`src/rtl/iic_arb_pkg.sv`:
```
// Shared types for the two-port EEPROM access arbiter: FSM states, rw encoding,
// captured request fields and a constant helper for sizing the shared counter.
package iic_arb_pkg;

  typedef enum logic [1:0] {
    IDLE    = 2'd0,
    ISSUE   = 2'd1,
    BUSY    = 2'd2,
    WR_WAIT = 2'd3
  } state_e;

  localparam logic RW_READ  = 1'b1;
  localparam logic RW_WRITE = 1'b0;

  typedef struct packed {
    logic        rw;
    logic [15:0] addr;
    logic [7:0]  wdata;
  } req_t;

  function automatic int max_int(input int a, input int b);
    return (a > b) ? a : b;
  endfunction

endpackage

```
`src/rtl/iic_arb_timer.sv`:
```
// Loadable saturating down-counter shared by the tWR hold-off and the watchdog.
module iic_arb_timer #(
  parameter int W = 8
) (
  input  logic         sys_clk,
  input  logic         sys_rst,
  input  logic         load,
  input  logic [W-1:0] load_val,
  output logic [W-1:0] value,
  output logic         zero
);

  logic [W-1:0] cnt_q, cnt_d;

  always_comb begin
    cnt_d = cnt_q;
    if (load)             cnt_d = load_val;
    else if (cnt_q != '0) cnt_d = cnt_q - 1'b1;
  end

  always_ff @(posedge sys_clk) begin
    if (sys_rst) cnt_q <= '0;
    else         cnt_q <= cnt_d;
  end

  assign value = cnt_q;
  assign zero  = (cnt_q == '0);

endmodule

```
`src/rtl/iic_arbiter.sv`:
```
// Round-robin arbiter/sequencer for two byte-level EEPROM requesters in front of
// the iic master. Define IIC_ARB_TIMEOUT_EN to enable the completion watchdog.
module iic_arbiter
  import iic_arb_pkg::*;
#(
  parameter int   TWR_CYCLES     = 250_000,
  parameter int   TIMEOUT_CYCLES = 20_000,
  parameter logic ADDR_16        = 1'b1
) (
  input  logic        sys_clk,
  input  logic        sys_rst,
  input  logic        req0_valid,
  input  logic        req0_rw,
  input  logic [15:0] req0_addr,
  input  logic [7:0]  req0_wdata,
  output logic        req0_ready,
  output logic        req0_done,
  output logic        req0_err,
  input  logic        req1_valid,
  input  logic        req1_rw,
  input  logic [15:0] req1_addr,
  input  logic [7:0]  req1_wdata,
  output logic        req1_ready,
  output logic        req1_done,
  output logic        req1_err,
  output logic [7:0]  rdata,
  output logic        busy,
  output logic        iic_wr_en,
  output logic        iic_rd_en,
  output logic [15:0] iic_word_add,
  output logic [7:0]  iic_wr_data,
  output logic        iic_add_bit,
  input  logic        iic_done,
  input  logic [7:0]  iic_rd_data
);

  localparam int CNT_MAX = max_int(TWR_CYCLES, TIMEOUT_CYCLES);
  localparam int CW      = $clog2(CNT_MAX + 1);

  state_e     state_q, state_d;
  logic       last_q, last_d;
  logic       gnt_q, gnt_d;
  req_t       req_q, req_d;
  logic [7:0] rdata_q, rdata_d;
  logic       done0_q, done0_d, done1_q, done1_d;
  logic       wr_en_q, wr_en_d, rd_en_q, rd_en_d;
  logic       tmr_load, tmr_zero;
  logic [CW-1:0] tmr_val;
`ifdef IIC_ARB_TIMEOUT_EN
  logic       err0_q, err0_d, err1_q, err1_d;
`endif

  // Ready is gated by reset so no handshake is reported that cannot be captured.
  always_comb begin
    req0_ready = 1'b0;
    req1_ready = 1'b0;
    if (state_q == IDLE && !sys_rst) begin
      req0_ready = req0_valid && (!req1_valid || last_q);
      req1_ready = req1_valid && (!req0_valid || !last_q);
    end
  end

  always_comb begin
    state_d  = state_q;
    last_d   = last_q;
    gnt_d    = gnt_q;
    req_d    = req_q;
    rdata_d  = rdata_q;
    done0_d  = 1'b0;
    done1_d  = 1'b0;
    wr_en_d  = 1'b0;
    rd_en_d  = 1'b0;
    tmr_load = 1'b0;
    tmr_val  = '0;
`ifdef IIC_ARB_TIMEOUT_EN
    err0_d   = 1'b0;
    err1_d   = 1'b0;
`endif
    case (state_q)
      IDLE: begin
        if (req0_ready) begin
          req_d   = '{rw: req0_rw, addr: req0_addr, wdata: req0_wdata};
          gnt_d   = 1'b0;
          last_d  = 1'b0;
          state_d = ISSUE;
          rd_en_d = (req0_rw == RW_READ);
          wr_en_d = (req0_rw == RW_WRITE);
        end else if (req1_ready) begin
          req_d   = '{rw: req1_rw, addr: req1_addr, wdata: req1_wdata};
          gnt_d   = 1'b1;
          last_d  = 1'b1;
          state_d = ISSUE;
          rd_en_d = (req1_rw == RW_READ);
          wr_en_d = (req1_rw == RW_WRITE);
        end
      end
      ISSUE: begin
        state_d = BUSY;
`ifdef IIC_ARB_TIMEOUT_EN
        tmr_load = 1'b1;
        tmr_val  = CW'(TIMEOUT_CYCLES - 1);
`endif
      end
      BUSY: begin
        if (iic_done) begin
          done0_d = !gnt_q;
          done1_d = gnt_q;
          if (req_q.rw == RW_READ) begin
            rdata_d = iic_rd_data;
            state_d = IDLE;
          end else begin
            state_d  = WR_WAIT;
            tmr_load = 1'b1;
            tmr_val  = CW'(TWR_CYCLES - 1);
          end
        end
`ifdef IIC_ARB_TIMEOUT_EN
        // Bus state is unknown after an abort, so always take the write hold-off.
        else if (tmr_zero) begin
          done0_d  = !gnt_q;
          done1_d  = gnt_q;
          err0_d   = !gnt_q;
          err1_d   = gnt_q;
          state_d  = WR_WAIT;
          tmr_load = 1'b1;
          tmr_val  = CW'(TWR_CYCLES - 1);
        end
`endif
      end
      WR_WAIT: begin
        if (tmr_zero) state_d = IDLE;
      end
      default: state_d = IDLE;
    endcase
  end

  always_ff @(posedge sys_clk) begin
    if (sys_rst) begin
      state_q <= IDLE;
      last_q  <= 1'b1;
      gnt_q   <= 1'b0;
      req_q   <= '0;
      rdata_q <= '0;
      done0_q <= 1'b0;
      done1_q <= 1'b0;
      wr_en_q <= 1'b0;
      rd_en_q <= 1'b0;
    end else begin
      state_q <= state_d;
      last_q  <= last_d;
      gnt_q   <= gnt_d;
      req_q   <= req_d;
      rdata_q <= rdata_d;
      done0_q <= done0_d;
      done1_q <= done1_d;
      wr_en_q <= wr_en_d;
      rd_en_q <= rd_en_d;
    end
  end

`ifdef IIC_ARB_TIMEOUT_EN
  always_ff @(posedge sys_clk) begin
    if (sys_rst) begin
      err0_q <= 1'b0;
      err1_q <= 1'b0;
    end else begin
      err0_q <= err0_d;
      err1_q <= err1_d;
    end
  end
  assign req0_err = err0_q;
  assign req1_err = err1_q;
`else
  assign req0_err = 1'b0;
  assign req1_err = 1'b0;
`endif

  iic_arb_timer #(.W(CW)) u_timer (
    .sys_clk  (sys_clk),
    .sys_rst  (sys_rst),
    .load     (tmr_load),
    .load_val (tmr_val),
    .value    (),
    .zero     (tmr_zero)
  );

  assign req0_done    = done0_q;
  assign req1_done    = done1_q;
  assign rdata        = rdata_q;
  assign busy         = (state_q != IDLE);
  assign iic_wr_en    = wr_en_q;
  assign iic_rd_en    = rd_en_q;
  assign iic_word_add = req_q.addr;
  assign iic_wr_data  = req_q.wdata;
  assign iic_add_bit  = ADDR_16;

endmodule

```
`config.mk`:
```
export PLATFORM = sky130hd
export DESIGN_NAME = iic_arbiter
export DESIGN_NICKNAME = d
export VERILOG_FILES = /design/src/rtl/iic_arb_pkg.sv /design/src/rtl/iic_arb_timer.sv /design/src/rtl/iic_arbiter.sv
export SDC_FILE = /design/constraint.sdc
export NUM_CORES = 1
export LEC_CHECK = 0
export ABC_AREA = 1
export BUFFER_PORTS_ARGS = -buffer_cell sky130_fd_sc_hd__buf_4
export CAP_MARGIN = 20
export CORE_UTILIZATION = 30
export DETAILED_ROUTE_END_ITERATION = 10
export GPL_TIMING_DRIVEN = 1
export PLACE_DENSITY = 0.52
export SETUP_SLACK_MARGIN = 0.05
export SYNTH_ARGS = -nofsm -noshare
export SYNTH_HDL_FRONTEND = slang
export SYNTH_SLANG_ARGS = --single-unit
```
`constraint.sdc`:
```
create_clock -name sys_clk -period 2 [get_ports sys_clk]
set_input_delay 0.3 -clock sys_clk [delete_from_list [all_inputs] [get_ports sys_clk]]
set_output_delay 0.3 -clock sys_clk [all_outputs]
set_load 0.01 [all_outputs]
```
==> results of run 1 <==
[power by group through the flow]
stage,logic (W),registers (W),clock network [W]
2_1_floorplan,0.00184,0.00164,0
3_3_place_gp,0.00227,0.00168,0
3_5_place_dp,0.00229,0.00168,0
4_1_cts,0.00230,0.00166,0.00135
5_1_grt,0.00262,0.00169,0.00140
6_report,0.00227,0.00166,0.00132
[final cells by class]
class	instances	area [µm²]	share of cell area, %
Sequential cell	59	1180	29.7
Clock inverter	3	67.6	1.70
Multi-Input combinational cell	334	1470	37.0
Tap cell	133	166	4.19
Timing Repair Buffer	108	811	20.4
Clock buffer	13	179	4.50
Inverter	25	101	2.55
[per-stage QoR]
step                      std cells  total power, W  util [%]
after floorplan                 462         0.00348         -
after global placement          659         0.00395      38.0
after detailed placement        659         0.00397      38.0
after CTS                       675         0.00531      40.5
after global routing            675         0.00571      40.5
final                           675         0.00525      40.5
[flip-flops by register name (all words and copies together), names as in the netlist, 2 cells and up]
signal and cells:
u_timer.value 18, iic_word_add 16, iic_wr_data 8, rdata 8, state_q 2
[cell usage after synthesis (4+ instances only)]
library cell	n	area, µm²
nand2_1	118	443
nor2_1	106	398
dfxtp_1	59	1180
nand3_1	46	230
buf_4	32	240
inv_1	21	78.8
nand2_2	12	75.1
o21ai_0	11	55.1
a21oi_1	8	40.0
nor3_1	8	40.0
clkbuf_1	5	18.8
buf_2	4	20.0
[layer usage]
layer	part of all wire, %	wire length (µm)
met1	48	3620
met2	45	3410
met3	6.3	480
met4	1.1	87
met5	0	0
[worst max-delay path, cell delays in order, from the launching register on]
cell,delay [ns]
dfxtp_1,0.32
inv_2,0.08
nand2_2,0.09
nor2_4,0.11
nand2_2,0.13
inv_8,0.18
buf_4,0.15
[worst max-delay path by stage]
| stage | depth (start not counted) | end |
|---|---|---|
| final | 6 | req0_ready |
| after global routing | 6 | req0_ready |
| after CTS | 6 | req0_ready |
| after detailed placement | 8 | u_timer.value[1] |
| after global placement | 8 | u_timer.value[1] |
| after floorplan | 8 | u_timer.value[1] |
[logic make-up (layout without fill, tap and decap cells)]
| logic type | count (synthesis) | count (layout) |
|---|---|---|
| adders and majority gates | 1 | 1 |
| AOI/OAI and AO/OA | 24 | 24 |
| buffers and inverters | 69 | 149 |
| xor gates and xnor gates | 4 | 4 |
| other | 2 | 3 |
| and+or+nand+nor | 302 | 302 |
| DFF | 59 | 59 |
[cells in the final DEF, fill, tap and decap left out, drive strengths merged, types with 2 or more instances in the layout]
cell type / synthesis / layout
or2: 3 / 3
nor3: 8 / 8
inv: 24 / 24
nand3: 47 / 47
o21bai: 2 / 2
xor2: 3 / 3
o21ai: 11 / 11
nand3b: 3 / 3
conb: 2 / 3
clkbuf: 5 / 13
a21oi: 8 / 8
nor2: 109 / 109
dfxtp: 59 / 59
bufinv: 0 / 2
buf: 39 / 108
nand2: 130 / 130
==> impl_metrics.tcl, run 1 <==
set metrics [dict create \
    synth-main-ff-cell "dfxtp_1" \
    hold_ws_ns 0.151 \
    crit_type "flip-flop to output pin" \
    status "completed" \
    grt_pass1_vias 2656 \
    synth-xor-area-share_pct 1.14 \
    clock_latency_ns 0.35 \
    final_nets 601 \
    holdCritPathClass "input port to flip-flop" \
    async_flop_share_pct 0 \
    drive_gt1_share_pct 26.8 \
    place.gp.congestion 0.784 \
    setup_viol 0 \
    cts_buffers 9 \
    cts.htree.levels 3 \
    synth-warning-count 0 \
    rrSetupSlack_ns 0.41 \
    io_buffers 101 \
    grt_setup_unrepaired "no" \
    synth_area_um2 3060 \
    crit_required_ns 1.70 \
    ant_nets 0 \
    antenna_found_initial 0 \
    synth_edf_count 0 \
    startpoint "state_q[1]" \
    num_vias 2927 \
    hpwl_um 5550 \
    wirelength_um 7600 \
    num_rows 36 \
    min_from "req0_rw" \
    reg2reg_to "u_timer.value[1]" \
    min_period_ns 1.72 \
    ys_ff_latch 59 \
    io_pins 105 \
    synth_top_family_by_area "simple AND/OR/NAND/NOR gates" \
    fin_crit_sh_pct 86.0 \
    synth_fa_ha_area_share_pct 0.408 \
    startpoint_type "flip-flop" \
    die_area_um2 10600 \
    synth_seq_area_share_pct 38.5 \
    reg2reg_from "u_timer.value[0]" \
    p_comb_share_pct 43.3 \
    post_cts_resized 0 \
    skew_ns 0.00631 \
    core_area_um2 9820 \
    grt_use_met1_pct 17.3 \
    holdPathStages 2 \
    netlist_instances 461 \
    overflow 0 \
    drtIter0Drc 113 \
    swShare_pct 38.4 \
    die_w_um 103 \
    finalWorstSetupSlack_ns 0.280 \
    avgViaCountPerCell 4.34 \
    dp_slack_ns 0.410 \
    grt_usage_pct 14.9 \
    dpl_cell_area_um2 3730 \
    synth_compound_area_share_pct 4.29 \
    finalInstanceArea_um2 3980 \
    end_kind "output pin" \
    diodes 0 \
    power.share.sequential_pct 31.6 \
    leakage_nw 1.98 \
    internal_power_w 0.00323 \
    floorplan.initialDensity_pct 31.2 \
    fmax_ghz 0.581 \
    wl_per_cell_um 11.3 \
    min_to "iic_wr_en" \
    cts_tree "built" \
    drc 0 \
    switching_power_w 0.00202 \
    slew_viol_final 0 \
    die_h_um 103 \
    crit_arrival_ns 1.42 \
    grt_busiest_layer "met2" \
    grt_max_degree 36 \
    grt_first_pass_wirelength_um 12100 \
    hold_violations 0 \
    clock-sinks 59 \
    muxShareOfSynthArea_pct 0 \
    reg2regPathDepth 8 \
    cts_setup_buffers 0 \
    grt_use_met3_pct 5.56 \
    ys_types 33 \
    peakVddDrop_mv 0.427 \
    max-cap-violations 0 \
    clockBufferDepth 2 \
    fillers 1090 \
    first_pass_iters 4 \
    yosys.area_share.simple_pct 41.7 \
    cts-root-buf "clkbuf_8" \
    power.density_nw_per_um2 1320 \
    postCtsHoldBufs 0 \
    syn2layout_area_growth_pct 29.7 \
    fin_setup_tns_ns 0 \
    power_frac_clock_pct 25.1 \
    syn_avg_cell_area_um2 6.65 \
    grt.met2_usage_pct 25.4 \
    cp_max_fo 27 \
    cts.reportedPaths.clkPinSlew_ns 0.06 \
]
Power figures use the tool's default switching activity.
==> run 2: changes to the inputs <==
--- a/config.mk
+++ b/config.mk
@@ -11,7 +11,7 @@
 export CORE_UTILIZATION = 30
 export DETAILED_ROUTE_END_ITERATION = 10
 export GPL_TIMING_DRIVEN = 1
-export PLACE_DENSITY = 0.52
+export PLACE_DENSITY = 0.59
 export SETUP_SLACK_MARGIN = 0.05
 export SYNTH_ARGS = -nofsm -noshare
 export SYNTH_HDL_FRONTEND = slang
==> run 2 against run 1 <==
Register-to-register slack got worse by 0.02 ns. Cell area fell by 0.85%. Sequential cell count did not move. Wire length fell by 0.46%. Sequential power barely moved.
==> impl_metrics.tcl, run 2 (synthesized netlist as in run 1, its figures left out) <==
set metrics [dict create \
    crit_required_ns 1.70 \
    drc 0 \
    skew_ns 0.00463 \
    crit_type "flip-flop to output pin" \
    syn2layout_area_growth_pct 28.6 \
    postCtsHoldBufs 0 \
    drtIter0Drc 117 \
    cts-root-buf "clkbuf_8" \
    num_rows 36 \
    finalPower_w 0.00507 \
    die_area_um2 10600 \
    fin_setup_tns_ns 0 \
    place.gp.congestion 0.801 \
    status "completed" \
    die_h_um 103 \
    core_area_um2 9820 \
    cp_max_fo 27 \
    first_pass_iters 4 \
    grt_max_degree 37 \
    fillers 1051 \
    clockBufferDepth 2 \
    peakVddDrop_mv 0.387 \
    cts.htree.levels 3 \
    post_cts_resized 0 \
    power.density_nw_per_um2 1290 \
    hpwl_um 5610 \
    wl_per_cell_um 11.2 \
    fmax_ghz 0.551 \
    utilization_pct 40.1 \
    io_buffers 101 \
    leakage_nw 1.96 \
    die_w_um 103 \
    grt_first_pass_wirelength_um 12100 \
    floorplan.initialDensity_pct 31.2 \
    max-cap-violations 0 \
    drive_gt1_share_pct 26.5 \
    antenna_found_initial 0 \
    end_kind "output pin" \
    final_nets 601 \
    cts_setup_buffers 0 \
    holdCritPathClass "input port to flip-flop" \
    dp_cells 659 \
    wirelength_um 7570 \
    diodes 0 \
    largest_reg_flops 18 \
    startpoint_type "flip-flop" \
    grt_setup_unrepaired "no" \
    fin_crit_sh_pct 90.8 \
    overflow 0 \
    fin_cells 673 \
    hold_violations 0 \
    mostFrequentLayoutCells "nand2_1 (118), buf_4 (107), nor2_1 (106)" \
    clock-sinks 59 \
    avgViaCountPerCell 4.42 \
    min_period_ns 1.82 \
    crit_arrival_ns 1.52 \
    setup_viol 0 \
    io_pins 105 \
    grt_usage_pct 14.7 \
    ant_nets 0 \
    grt_pass1_vias 2770 \
    slew_viol_final 0 \
    cts_tree "built" \
    cts.reportedPaths.clkPinSlew_ns 0.06 \
    cts_buffers 9 \
    num_vias 2974 \
    clock_latency_ns 0.33 \
    mostFrequentLayoutCell "nand2_1" \
]
[run 2: cell types whose count changed in the layout (fill, tap and decap cells not counted)]
| cell | change |
|---|---|
| clkbuf_8 | -1 |
| clkinv_2 | +1 |
| bufinv_16 | -1 |
| clkinvlp_4 | -1 |
| buf_12 | +1 |
| buf_4 | -1 |
[run 2: per-layer routing]
layer / routed length (µm) / track usage, % / vias to the layer above / part of all wire, %
met5: 0 / 0 / - / 0
met4: 83 / 6.50 / 0 / 1.1
met3: 492 / 3.53 / 6 / 6.5
met2: 3370 / 25.3 / 82 / 45
met1: 3620 / 17.4 / 1316 / 48
li1: - / - / 1570 / -
[run 2: metrics by stage]
stage / hold WS [ns] / area [µm²] / setup WS, ns
global placement: 0.419 / 3740 / 0.413
floorplan: 0.399 / 3070 / 0.593
detailed placement: 0.426 / 3740 / 0.377
CTS: 0.148 / 3940 / 0.159
finish: 0.162 / 3940 / 0.184
global route: 0.152 / 3940 / 0.0913
[run 2: worst max-delay path, stage by stage, from the launching register on]
cell and delay (ns):
dfxtp_1 0.33, inv_2 0.08, nand2_2 0.09, nor2_4 0.11
nand2_2 0.08, buf_4 0.18, inv_8 0.17, buf_4 0.15
[run 2: power by group]
group	switching (W)	internal, W	total [W]
Clock	0.000444	0.000661	0.00111
Sequential	0.000192	0.00147	0.00166
Combinational	0.00136	0.000940	0.00230
Total	0.00200	0.00307	0.00507
[run 2: final cells by class]
| cell class | count | area, µm² | share of cell area, % |
|---|---|---|---|
| multi-input cells | 334 | 1470 | 37.3 |
| repair buffers | 108 | 823 | 20.9 |
| well taps | 133 | 166 | 4.22 |
| clock buffers | 12 | 165 | 4.19 |
| clock inverters | 2 | 35.0 | 0.889 |
| inverters | 25 | 101 | 2.57 |
| flip-flops and latches | 59 | 1180 | 30.0 |
[run 2: path summary, 6_finish.rpt]
| kind | endpoint | slack [ns] | cells past startpoint | startpoint |
|---|---|---|---|---|
| max reg2reg | u_timer.value[1] | 0.39 | 8 | u_timer.value[0] |
| min reg2reg | req0_done | 0.43 | 1 | gnt_q |
| max | req0_ready | 0.18 | 7 | state_q[1] |
| min | iic_wr_en | 0.16 | 2 | req0_rw |
